[src/rtl/winner_pkg.sv]
// Shared cell codes, winner ids and FSM state encoding for the end-of-game sequencer.
package winner_pkg;

  localparam int CELL_EMPTY = 0;
  localparam int CELL_SHIP  = 1;
  localparam int CELL_HIT   = 2;
  localparam int CELL_MISS  = 3;

  localparam logic [1:0] WIN_NONE   = 2'd0;
  localparam logic [1:0] WIN_PLAYER = 2'd1;
  localparam logic [1:0] WIN_PC     = 2'd2;

  typedef enum logic [2:0] {
    S_IDLE,
    S_SCAN,
    S_DECIDE,
    S_SHOW,
    S_HOLD,
    S_CLEAR
  } state_t;

endpackage

[src/rtl/winner_ctrl_blink.sv]
// Blink half-period timer: reloads on start, ticks every BLINK_CYCLES enabled cycles
// and counts completed half-periods.
module blink_timer #(
  parameter int BLINK_CYCLES  = 25_000_000,
  parameter int BLINK_TOGGLES = 6,
  parameter int TW            = $clog2(BLINK_TOGGLES + 1)
) (
  input  logic          clk,
  input  logic          rst,
  input  logic          start,
  input  logic          en,
  output logic          tick,
  output logic [TW-1:0] toggles
);

  localparam int CNT_W = (BLINK_CYCLES > 1) ? $clog2(BLINK_CYCLES) : 1;
  localparam logic [CNT_W-1:0] RELOAD = CNT_W'(BLINK_CYCLES - 1);

  logic [CNT_W-1:0] cnt;

  assign tick = en && (cnt == '0);

  always_ff @(posedge clk) begin
    if (!rst) begin
      cnt     <= '0;
      toggles <= '0;
    end else if (start) begin
      cnt     <= RELOAD;
      toggles <= '0;
    end else if (en) begin
      if (cnt == '0) begin
        cnt     <= RELOAD;
        toggles <= toggles + 1'b1;
      end else begin
        cnt <= cnt - 1'b1;
      end
    end
  end

endmodule

[src/rtl/winner_ctrl.sv]
// End-of-game sequencer: scans both boards after each shot, declares a winner,
// drives the blink/hold display and issues the board clear on new_game.
module winner_ctrl
  import winner_pkg::*;
#(
  parameter int N             = 5,
  parameter int CW            = 3,
  parameter int BLINK_CYCLES  = 25_000_000,
  parameter int BLINK_TOGGLES = 6
) (
  input  logic          clk,
  input  logic          rst,
  input  logic          check,
  input  logic          new_game,
  output logic [2:0]    scan_row,
  output logic [2:0]    scan_col,
  input  logic [CW-1:0] player_cell,
  input  logic [CW-1:0] pc_cell,
  output logic [1:0]    win_id,
  output logic          win_enable,
  output logic          busy,
  output logic          game_over
);

  localparam int CNT_W = $clog2(N * N + 1);
  localparam int TW    = $clog2(BLINK_TOGGLES + 1);
  localparam logic [2:0]    LAST     = 3'(N - 1);
  localparam logic [CW-1:0] SHIP     = CW'(CELL_SHIP);
  localparam logic [TW-1:0] LAST_TGL = TW'(BLINK_TOGGLES - 1);

  state_t           state;
  logic [2:0]       row, col;
  logic [CNT_W-1:0] player_left, pc_left;
  logic             pending;
  logic [1:0]       winner;
  logic             tick;
  logic [TW-1:0]    toggles;

  assign scan_row = row;
  assign scan_col = col;

  // Reloaded while deciding so the first half-period starts exactly on SHOW entry.
  blink_timer #(
    .BLINK_CYCLES (BLINK_CYCLES),
    .BLINK_TOGGLES(BLINK_TOGGLES),
    .TW           (TW)
  ) u_blink (
    .clk    (clk),
    .rst    (rst),
    .start  (state == S_DECIDE),
    .en     (state == S_SHOW),
    .tick   (tick),
    .toggles(toggles)
  );

  always_ff @(posedge clk) begin
    if (!rst) begin
      state       <= S_IDLE;
      row         <= '0;
      col         <= '0;
      player_left <= '0;
      pc_left     <= '0;
      pending     <= 1'b0;
      winner      <= WIN_NONE;
      win_id      <= WIN_NONE;
      win_enable  <= 1'b0;
      busy        <= 1'b0;
      game_over   <= 1'b0;
    end else begin
      case (state)
        S_IDLE: begin
          if (check || pending) begin
            state       <= S_SCAN;
            row         <= '0;
            col         <= '0;
            player_left <= '0;
            pc_left     <= '0;
            pending     <= 1'b0;
            busy        <= 1'b1;
          end
        end
        S_SCAN: begin
          if (check) pending <= 1'b1;
          player_left <= player_left + CNT_W'(player_cell == SHIP);
          pc_left     <= pc_left + CNT_W'(pc_cell == SHIP);
          if (col == LAST) begin
            col <= '0;
            if (row == LAST) begin
              row   <= '0;
              state <= S_DECIDE;
            end else begin
              row <= row + 3'd1;
            end
          end else begin
            col <= col + 3'd1;
          end
        end
        S_DECIDE: begin
          if (check) pending <= 1'b1;
          busy <= 1'b0;
          // An empty pc board wins for the player even if both boards are empty.
          if (pc_left == '0 || player_left == '0) begin
            winner     <= (pc_left == '0) ? WIN_PLAYER : WIN_PC;
            win_id     <= (pc_left == '0) ? WIN_PLAYER : WIN_PC;
            win_enable <= 1'b1;
            game_over  <= 1'b1;
            state      <= S_SHOW;
          end else begin
            state <= S_IDLE;
          end
        end
        S_SHOW, S_HOLD: begin
          if (new_game) begin
            state     <= S_CLEAR;
            win_id    <= WIN_NONE;
            game_over <= 1'b0;
          end else if (state == S_SHOW && tick) begin
            if (toggles == LAST_TGL) begin
              state  <= S_HOLD;
              win_id <= winner;
            end else begin
              win_id <= (win_id == WIN_NONE) ? winner : WIN_NONE;
            end
          end
        end
        S_CLEAR: begin
          win_enable <= 1'b0;
          pending    <= 1'b0;
          state      <= S_IDLE;
        end
        default: state <= S_IDLE;
      endcase
    end
  end

endmodule

[config.mk]
export PLATFORM = sky130hd
export DESIGN_NAME = winner_ctrl
export DESIGN_NICKNAME = d
export VERILOG_FILES = /design/src/rtl/winner_pkg.sv /design/src/rtl/winner_ctrl_blink.sv /design/src/rtl/winner_ctrl.sv
export SDC_FILE = /design/constraint.sdc
export NUM_CORES = 1
export LEC_CHECK = 0
export BUFFER_PORTS_ARGS = -buffer_cell sky130_fd_sc_hd__buf_2
export CAP_MARGIN = 10
export CORE_MARGIN = 2
export CORE_UTILIZATION = 62
export CTS_BUF_LIST = sky130_fd_sc_hd__clkbuf_8
export DETAILED_ROUTE_END_ITERATION = 7
export PLACE_DENSITY = 0.82
export SKIP_CTS_REPAIR_TIMING = 1
export SLEW_MARGIN = 10
export SYNTH_ARGS = -nofsm -noshare
export SYNTH_HDL_FRONTEND = slang
export SYNTH_SLANG_ARGS = --single-unit
[constraint.sdc]
create_clock -name clk -period 2.6 [get_ports clk]
set_input_delay 0.26 -clock clk [delete_from_list [all_inputs] [get_ports clk]]
set_output_delay 0.26 -clock clk [all_outputs]
set_load 0.02 [all_outputs]
# After elaboration in Yosys (flattened, before gate mapping)
# Cells that the tools add are included.
# op_classes
n_addsub	6
eq_ne	18
mux	36
bitwise_logic	1
reduce_logical	28
# op_table
operator	n
$mux 25	3
$mux 3	10
$logic_not 25->1	1
$sub 25x1->25 const B	1
$pmux 5 s2	2
$eq 3x3->1 const B	5
$mux 2	7
$pmux 3 s2	2
$pmux 3 s4	1
$reduce_and 3->1	4
$add 5x1->5	2
$logic_not 5->1	2
$ne 2x2->1 const B	5
$reduce_and 2->1	5
$reduce_bool 2->1	5
$add 3x1->3 const B	3
$eq 3x1->1 const B	3
$eq 3x2->1 const B	2
$ne 3x3->1 const B	2
$pmux 1 s2	3
$reduce_or 2->1	3
$mux 1	5
$mux 5	1
$reduce_and 5->1	1
other kinds (9)	11
# totals
reg_bits	55
input_bits	10
output_inout_bits	11
word_cells	103

# Longest topological paths before layout
# Gate-level depths: netlist of the first run.
# logic_depth
word_depth	6
mapped_depth	7
ltp_nobuf	7

# Modules after synthesis
# Synthesis of the first run repeated with hierarchy kept, for this count alone.
# unflattened
cells_unflattened	344
area_unflattened_um2	2870.3
# by_module_without_submodules
mod	n_inst	cells_per_inst	area_each_um2	seq_area_each_um2
winner_ctrl	1	180	1455.1	540.5
blink_timer	1	164	1415.1	560.5

# Worst setup path after synthesis of the first run
# No wires, ideal clock.
# synth_timing
kind	register to register
from	register u_blink.cnt[16]
to	register state[1]
setup_ns	0.117
t_arrival_ns	2.079
required_time_ns	2.483
slack_ns	0.404
path_stages_with_launch	6
n_path_buf	0
synth_period_minus_slack_ns	2.196
path_cell_list	dfxtp_1 -> or4_1 -> or4_4 -> nor4_4 -> a211oi_1 -> o22a_1
# synth_between
elab_chain_len	5
# synth_rtl
element	line_no	text
start: declaration	winner_ctrl_blink.sv:19	logic [CNT_W-1:0] cnt;
start signal: assignment	winner_ctrl_blink.sv:35	cnt <= cnt - 1'b1;
$logic_not 25->1	winner_ctrl_blink.sv:21	assign tick = en && (cnt == '0);
$logic_and 1x1->1	winner_ctrl_blink.sv:21	
$logic_and 1x1->1	winner_ctrl.sv:117	end else if (state == S_SHOW && tick) begin
$ne 3x3->1 (no source line)	n/a	
$reduce_and 5->1 (no source line)	n/a	
end signal: assignment	winner_ctrl.sv:114	state <= S_CLEAR;
end signal: assignment	winner_ctrl.sv:119	state <= S_HOLD;
end signal: assignment	winner_ctrl.sv:129	state <= S_IDLE;
end: declaration	winner_ctrl.sv:31	state_t state;
# Every way passes these cells.
# A chain may end at the register's enable or synchronous reset.

# Worst setup path in the final report of the first run
# layout_timing
from	register u_blink.cnt[16]
to	register u_blink.cnt[11]
# layout_between
elab_chain_len	4
# layout_rtl
element	line_no	text
$logic_not 25->1	winner_ctrl_blink.sv:31	if (cnt == '0) begin
$mux 25	winner_ctrl_blink.sv:31	
$mux 25	winner_ctrl_blink.sv:30	end else if (en) begin
$mux 25	winner_ctrl_blink.sv:27	end else if (start) begin
# Every way passes these cells. The select of a mux whose other input is x is not followed.

==> summary.json, run 1 <==
{
  "synthesis": {
    "synth_cells": 350,
    "avgSynthCellArea_um2": 8.28,
    "synth_top_cell_by_area": "sky130_fd_sc_hd__dfxtp_1",
    "yosys-top-cells-area": "sky130_fd_sc_hd__dfxtp_1, sky130_fd_sc_hd__nor2_1, sky130_fd_sc_hd__ha_1, sky130_fd_sc_hd__a21oi_1, sky130_fd_sc_hd__nand2_1",
    "synth_top_family_by_area": "simple AND/OR/NAND/NOR gates",
    "synth_cell_type_count": 53,
    "postSynthRegisterBits": 55,
    "ys_seq_area_share_pct": 38.0,
    "synth-compound-area-share_pct": 18.0,
    "synth-xor-area-share_pct": 6.04,
    "yosys.cell_count.top_type": "sky130_fd_sc_hd__dfxtp_1",
    "synth_enable_flop_cells": 0,
    "synth.mux.area_fraction_pct": 1.42,
    "asyncSetResetFlopFracSynth_pct": 0,
    "synth_common_cells": "sky130_fd_sc_hd__dfxtp_1, sky130_fd_sc_hd__nor2_1, sky130_fd_sc_hd__a21oi_1, sky130_fd_sc_hd__nand2_1, sky130_fd_sc_hd__clkbuf_1",
    "synth.net_count": 372,
    "ys_dominant_reg_cell": "sky130_fd_sc_hd__dfxtp_1",
    "synth.cell_area_mm2": 0.00290,
    "yosys.area_share.simple_pct": 27.7,
    "synth_top_area_share_pct": 38.0,
    "synth.yosys.warnings": 0,
    "synth_fa_ha_area_share_pct": 5.18
  },
  "cts": {
    "worst_setup_hold_path_clk_slew_ps": 110,
    "max-clock-path-buffers": 2,
    "numCtsBuffers": 5,
    "clock-root-buffer": "sky130_fd_sc_hd__clkbuf_8",
    "htree_levels": 2,
    "clkLatencyLatePin_ps": 320,
    "clock_sink_count": 55,
    "cts_tree": "done"
  },
  "cells_and_area": {
    "postLayoutCoreUtil_pct": 70.6,
    "seq_cell_area_mm2": 0.00110,
    "multiInputGateArea_mm2": 0.00169,
    "share_of_cells_above_drive_strength_1_pct": 14.7,
    "synthToLayoutAreaGrowth_pct": 8.20,
    "layoutNonFillerInstCount": 419,
    "fill_cells": 364,
    "nNetsFinal": 388,
    "diodes": 0,
    "postLayoutCellArea_mm2": 0.00314
  },
  "worst_setup_path": {
    "worstReg2RegStart": "u_blink.cnt[16]",
    "ff2ff_path_depth": 5,
    "cp_data_arrival_time_ps": 2630,
    "timing.critical_path.required_ps": 2850,
    "cpLargestDelayFamily": "simple AND/OR/NAND/NOR gates",
    "worstSetupStartpointType": "flip-flop",
    "crit_cells": 5,
    "crit_path_max_fanout": 6,
    "worst_setup_path_end_kind": "flip-flop",
    "cp_slowest_cell": "sky130_fd_sc_hd__or4_1",
    "cp_cell_sequence": "or4_1, or4_4, nor3_2, o31a_1, o221a_2",
    "timing.critical_path.slowest_cell_delay_ps": 630,
    "timing_worst_setup_path_type": "reg2reg",
    "timing.critical_path.buf_inv": 0,
    "timing.critical_path.from": "u_blink.cnt[16]"
  },
  "sta": {
    "worst_slew_margin_rel_pct": 56.2,
    "clock_skew_ps": 11.1,
    "worst_slack_ps": 226,
    "finalCriticalPeriod_ps": 2370,
    "finalSetupViolations": 0,
    "hold_viol": 0,
    "setup_total_negative_slack_ps": 0,
    "timing_max_transition_violations_final": 0,
    "fin_worst_hold_slack_ps": 176,
    "tightest_slew_ps": 657,
    "fmax_mhz": 421,
    "unrepaired_setup_endpoints_after_global_routing": "false",
    "ratio_of_final_minimum_period_to_clock_period_pct": 91.3
  },
  "die": {
    "die_width_um": 72.4,
    "core-area_mm2": 0.00444,
    "fp.dieH_um": 72.4,
    "die_area_mm2": 0.00524,
    "design.portCount": 21,
    "initial_core_util_pct": 65.2,
    "placement_rows": 24
  },
  "min_path": {
    "timing.hold.worst.start": "new_game",
    "hp-class": "in2reg",
    "hold_path_stages": 2
  },
  "place": {
    "dpl_cell_area_mm2": 0.00305,
    "detailedPlace.worstSlack_ps": 252,
    "place.gp.congestion": 0.857,
    "dp_hpwl_mm": 4.51,
    "place.detailed.instances": 411,
    "io_buffer_count": 20
  },
  "detailed_routing": {
    "via_per_inst": 6.08,
    "postRouteAntennaNets": 0,
    "routed_wire_length_per_instance_um": 15.1,
    "dr.pass1.iters": 4,
    "route.detailed.drc": 0,
    "route.vias.total": 2548,
    "postRouteWirelength_mm": 6.35,
    "drt_iter0_markers": 121
  },
  "global_route": {
    "pin_count_of_the_biggest_net_entering_global_routing": 29,
    "gr-usage-all-layers_pct": 26.1,
    "first_global_vias": 2514,
    "globalRouteOverflowTotal": 0,
    "grt_first_pass_wirelength_mm": 11.0,
    "number_of_antenna_violations_at_the_first_check_in_global_routing": 0
  },
  "pwr": {
    "leakagePower_nw": 1.23,
    "ir_worst_vdd_mv": 0.622,
    "power_density_mw_per_mm2": 1200,
    "power.total_mw": 3.76
  },
  "flow_run": {
    "max_cap_violations": 0
  },
  "run_status": {
    "status": "complete, no violations"
  }
}
==> placed cells by master (no fill, tap or decap), types with 9 or more instances in the layout <==
cell type	n
sky130_fd_sc_hd__a21oi_1	28
sky130_fd_sc_hd__buf_2	20
sky130_fd_sc_hd__dfxtp_1	55
sky130_fd_sc_hd__ha_1	12
sky130_fd_sc_hd__inv_1	11
sky130_fd_sc_hd__nand2_1	28
sky130_fd_sc_hd__nand3_1	9
sky130_fd_sc_hd__nor2_1	46
sky130_fd_sc_hd__nor3_1	15
sky130_fd_sc_hd__o21ai_0	15
sky130_fd_sc_hd__xnor2_1	12
==> per-layer routing <==
metal / vias up / wire, µm / global-route usage [%]
li1: 1290 / - / -
met1: 1183 / 2810 / 30.6
met2: 59 / 3150 / 45.9
met3: 16 / 248 / 5.56
met4: 0 / 135 / 11.3
met5: - / 0 / 0
==> sequential cells by signal, indices dropped and copies added (netlist names) <==
name,cells
win_enable,1
pc_left,5
pending,1
state,3
u_blink.cnt,25
game_over,1
win_id,2
player_left,5
scan_row,3
scan_col,3
u_blink.toggles,3
busy,1
winner,2
==> path summary, 6_finish.rpt <==
| check | slack, ps | endpoint |
|---|---|---|
| max reg2reg | 230 | u_blink.cnt[11] |
| min | 180 | game_over |
| min reg2reg | 460 | player_left[4] |
| max | 230 | u_blink.cnt[11] |
==> worst register-to-register path: stages, from the launching register on <==
cell                      delay [ps]
sky130_fd_sc_hd__dfxtp_1         350
sky130_fd_sc_hd__or4_1           630
sky130_fd_sc_hd__or4_4           570
sky130_fd_sc_hd__nor3_2          380
sky130_fd_sc_hd__o31a_1          200
sky130_fd_sc_hd__o221a_2         200
==> layout make-up <==
class,count,share of cell area [%]
multi-input cells,266,53.8
flip-flops and latches,55,35.1
repair buffers,26,4.63
clock buffers,5,2.19
well taps,52,2.07
inverters,12,1.44
clock inverters,3,0.718
==> report_power, final <==
group	total (mW)	switching [mW]	internal, mW
clock	0.491	0.295	0.196
combinational	1.99	1.19	0.809
sequential	1.28	0.234	1.05
total	3.76	1.72	2.05
==> cell families after synthesis <==
logic type                 Yosys count
and+or+nand+nor                    151
buffers and inverters               29
AOI/OAI and AO/OA                   79
DFF                                 55
adders and majority gates           12
muxes                                4
xor gates and xnor gates            20
Power figures use the tool's default switching activity.
==> run 2, diff against run 1 <==
--- a/config.mk
+++ b/config.mk
@@ -5,13 +5,14 @@
 export SDC_FILE = /design/constraint.sdc
 export NUM_CORES = 1
 export LEC_CHECK = 0
+export ABC_AREA = 1
 export BUFFER_PORTS_ARGS = -buffer_cell sky130_fd_sc_hd__buf_2
 export CAP_MARGIN = 10
 export CORE_MARGIN = 2
-export CORE_UTILIZATION = 62
+export CORE_UTILIZATION = 65
 export CTS_BUF_LIST = sky130_fd_sc_hd__clkbuf_8
 export DETAILED_ROUTE_END_ITERATION = 7
-export PLACE_DENSITY = 0.82
+export PLACE_DENSITY = 0.85
 export SKIP_CTS_REPAIR_TIMING = 1
 export SLEW_MARGIN = 10
 export SYNTH_ARGS = -nofsm -noshare
==> constraint.sdc (replaced) <==
create_clock -name clk -period 3 [get_ports clk]
set_input_delay 0.3 -clock clk [delete_from_list [all_inputs] [get_ports clk]]
set_output_delay 0.3 -clock clk [all_outputs]
set_load 0.02 [all_outputs]
==> summary.json, run 2 <==
{
  "global_route": {
    "first_global_vias": {"value": 2535, "change": "+0.84%"},
    "grt_first_pass_wirelength": {"value": 11.1, "unit": "mm", "change": "+1.0%"},
    "globalRouteOverflowTotal": {"value": 0, "change": "unchanged"},
    "gr-usage-all-layers": {"value": 26.4, "unit": "%", "change": "+0.28 points"},
    "pin_count_of_the_biggest_net_entering_global_routing": {"value": 26, "change": "-10%"},
    "number_of_antenna_violations_at_the_first_check_in_global_routing": {"value": 0, "change": "unchanged"}
  },
  "synthesis": {
    "avgSynthCellArea": {"value": 6.80, "unit": "µm²", "change": "-18%"},
    "ys_seq_area_share": {"value": 35.7, "unit": "%", "change": "-2.2 points"},
    "yosys.cell_count.top_type": "sky130_fd_sc_hd__nand2_1",
    "synth_top_area_share": {"value": 35.7, "unit": "%", "change": "-2.2 points"},
    "asyncSetResetFlopFracSynth": {"value": 0, "unit": "%", "change": "unchanged"},
    "synth.yosys.warnings": {"value": 0, "change": "unchanged"},
    "synth_common_cells": "sky130_fd_sc_hd__nand2_1, sky130_fd_sc_hd__nor2_1, sky130_fd_sc_hd__dfxtp_1, sky130_fd_sc_hd__inv_1, sky130_fd_sc_hd__a21oi_1",
    "synth_cells": {"value": 453, "change": "+29%"},
    "synth_top_cell_by_area": "sky130_fd_sc_hd__dfxtp_1",
    "synth.net_count": {"value": 475, "change": "+28%"},
    "synth.cell_area": {"value": 0.00308, "unit": "mm²", "change": "+6.3%"},
    "postSynthRegisterBits": {"value": 55, "change": "unchanged"},
    "ys_dominant_reg_cell": "sky130_fd_sc_hd__dfxtp_1",
    "synth_enable_flop_cells": {"value": 0, "change": "unchanged"},
    "synth_cell_type_count": {"value": 37, "change": "-30%"},
    "yosys-top-cells-area": "sky130_fd_sc_hd__dfxtp_1, sky130_fd_sc_hd__nand2_1, sky130_fd_sc_hd__nor2_1, sky130_fd_sc_hd__a21oi_1, sky130_fd_sc_hd__inv_1"
  },
  "pwr": {
    "leakagePower": {"value": 1.56, "unit": "nW", "change": "+27%"},
    "power_density": {"value": 980, "unit": "mW/mm²", "change": "-18%"},
    "power.total": {"value": 3.24, "unit": "mW", "change": "-14%"},
    "ir_worst_vdd": {"value": 0.510, "unit": "mV", "change": "-18%"}
  },
  "cts": {
    "worst_setup_hold_path_clk_slew": {"value": 100, "unit": "ps", "change": "about the same"},
    "max-clock-path-buffers": {"value": 2, "change": "unchanged"},
    "cts_tree": "done",
    "clock-root-buffer": "sky130_fd_sc_hd__clkbuf_8",
    "numCtsBuffers": {"value": 5, "change": "unchanged"},
    "clock_sink_count": {"value": 55, "change": "unchanged"},
    "htree_levels": {"value": 2, "change": "unchanged"},
    "clkLatencyLatePin": {"value": 310, "unit": "ps", "change": "about the same"}
  },
  "worst_setup_path": {
    "timing.critical_path.required": {"value": 3210, "unit": "ps", "change": "+360 ps"},
    "crit_path_max_fanout": {"value": 15, "change": "+9"},
    "worst_setup_path_end_kind": "flip-flop",
    "cp_data_arrival_time": {"value": 2000, "unit": "ps", "change": "-630 ps"},
    "worstSetupStartpointType": "flip-flop",
    "r2r_slack": {"value": 1220, "unit": "ps", "change": "+990 ps"},
    "timing_worst_setup_path_type": "reg2reg"
  },
  "sta": {
    "ratio_of_final_minimum_period_to_clock_period": {"value": 59.4, "unit": "%", "change": "-32 points"},
    "hold_viol": {"value": 0, "change": "unchanged"},
    "worst_slew_margin_rel": {"value": 57.8, "unit": "%", "change": "+1.6 points"},
    "unrepaired_setup_endpoints_after_global_routing": "false",
    "fmax": {"value": 561, "unit": "MHz", "change": "+33%"},
    "setup_total_negative_slack": {"value": 0, "unit": "ps", "change": "unchanged"},
    "timing_max_transition_violations_final": {"value": 0, "change": "unchanged"},
    "tightest_slew": {"value": 631, "unit": "ps", "change": "-25.9 ps"},
    "finalCriticalPeriod": {"value": 1780, "unit": "ps", "change": "-591 ps"},
    "clock_skew": {"value": 16.6, "unit": "ps", "change": "+5.51 ps"},
    "finalSetupViolations": {"value": 0, "change": "unchanged"}
  },
  "cells_and_area": {
    "largest_reg_flops": {"value": 25, "change": "unchanged"},
    "layout_top_registers": "u_blink.cnt x25, pc_left x5, player_left x5",
    "max_flop_register": "u_blink.cnt",
    "nNetsFinal": {"value": 494, "change": "+27%"},
    "mostFrequentLayoutCell": "sky130_fd_sc_hd__nand2_1",
    "final_cell_mix": "sky130_fd_sc_hd__nand2_1, sky130_fd_sc_hd__nor2_1, sky130_fd_sc_hd__dfxtp_1",
    "layoutNonFillerInstCount": {"value": 526, "change": "+26%"},
    "diodes": {"value": 0, "change": "unchanged"},
    "synthToLayoutAreaGrowth_pct": 7.27,
    "share_of_cells_above_drive_strength_1": {"value": 13.3, "unit": "%", "change": "-1.4 points"}
  },
  "detailed_routing": {
    "via_per_inst": {"value": 5.47, "change": "-10%"},
    "drt_iter0_markers": {"value": 258, "change": "+110%"},
    "postRouteWirelength": {"value": 6.55, "unit": "mm", "change": "+3.2%"},
    "route.vias.total": {"value": 2877, "change": "+13%"},
    "routed_wire_length_per_instance": {"value": 12.5, "unit": "µm", "change": "-18%"},
    "postRouteAntennaNets": {"value": 0, "change": "unchanged"},
    "route.detailed.drc": {"value": 0, "change": "unchanged"},
    "dr.pass1.iters": {"value": 6, "change": "+2"}
  },
  "die": {
    "die_area": {"value": 0.00531, "unit": "mm²", "change": "+1.3%"},
    "fp.dieH": {"value": 72.8, "unit": "µm", "change": "+0.64%"},
    "design.portCount": {"value": 21, "change": "unchanged"},
    "initial_core_util": {"value": 66.1, "unit": "%", "change": "+0.86 points"},
    "placement_rows": {"value": 25, "change": "+4.2%"},
    "core-area": {"value": 0.00466, "unit": "mm²", "change": "+4.9%"},
    "die_width": {"value": 72.8, "unit": "µm", "change": "+0.64%"}
  },
  "place": {
    "io_buffer_count": {"value": 20, "change": "unchanged"},
    "dp_hpwl": {"value": 4.74, "unit": "mm", "change": "+5.3%"},
    "place.detailed.instances": {"value": 519, "change": "+26%"},
    "place.gp.congestion": {"value": 0.955, "change": "+12%"}
  },
  "min_path": {
    "hp-class": "in2reg"
  },
  "run_status": {
    "status": "complete, no violations"
  },
  "flow_run": {
    "max_cap_violations": {"value": 0, "change": "unchanged"}
  }
}
run 2: changes by cell type in the layout (fill, tap and decap cells not counted), sizes merged, moves of 6 or more:
cell | previous run | this run
nand2 | 29 | 110
nor3 | 16 | 3
inv | 14 | 55
o221a | 6 | 0
xnor2 | 12 | 4
nor4 | 10 | 0
nor2 | 46 | 79
o21ai | 15 | 23
a21oi | 28 | 35
nand3 | 9 | 36
or4 | 7 | 0
run 2: final timing paths:
| check | endpoint | startpoint | cells past startpoint |
|---|---|---|---|
| max | state[0] | state[0] | 7 |
| min | busy | check | 3 |
| max reg2reg | state[0] | state[0] | 7 |
| min reg2reg | winner[1] | winner[1] | 2 |
run 2: logic make-up (layout without fill, tap and decap cells):
logic type      Yosys count  after routing  share of synthesized area, %
buf+inv                  64             83                          8.45
flops                    55             55                          35.7
xor+xnor                  9              9                          2.56
compound gates           71             71                          12.4
fa+ha+maj                12             12                          4.87
simple gates            242            242                          36.0
run 2: metal layers:
layer	vias up	share of wire, %	GRT usage (%)	wire length [µm]
li1	1504	-	-	-
met1	1303	45	32.6	2920
met2	56	50	45.8	3250
met3	14	3.7	5.11	240
met4	0	2.1	9.26	140
met5	-	0	0	0
run 2: critical path, stage by stage, from the launching register on:
cell                      delay (ps)
sky130_fd_sc_hd__dfxtp_1         480
sky130_fd_sc_hd__inv_2           110
sky130_fd_sc_hd__nor3_4          500
sky130_fd_sc_hd__nand2_2         150
sky130_fd_sc_hd__nand2_1         150
sky130_fd_sc_hd__nor2_2           80
sky130_fd_sc_hd__a21oi_1         150
sky130_fd_sc_hd__nor2_1           60
run 2: per-stage QoR:
stage / util, % / setup slack, ps / hold slack, ps / cell area [µm²]
after floorplan: - / 1580 / 427 / 3080
final: 70.9 / 1220 / 329 / 3300
after global placement: 68.7 / 1300 / 445 / 3200
after detailed placement: 68.7 / 1250 / 446 / 3200
after CTS: 70.9 / 1230 / 326 / 3300
after global routing: 70.9 / 1030 / 377 / 3300
run 2: area by class of cell:
cell class	count	area, µm²
clock inverter	2	33.8
timing repair buffer	21	108
tap	54	67.6
multi-input combinational	334	1720
inverter	55	206
sequential	55	1100
fill	419	1360
clock buffer	5	68.8
run 2: report_power, final:
group          switching, mW  leakage, nW  internal, mW
Sequential             0.150        0.448         0.889
Clock                  0.237       0.0554         0.242
Combinational           1.16         1.06         0.561
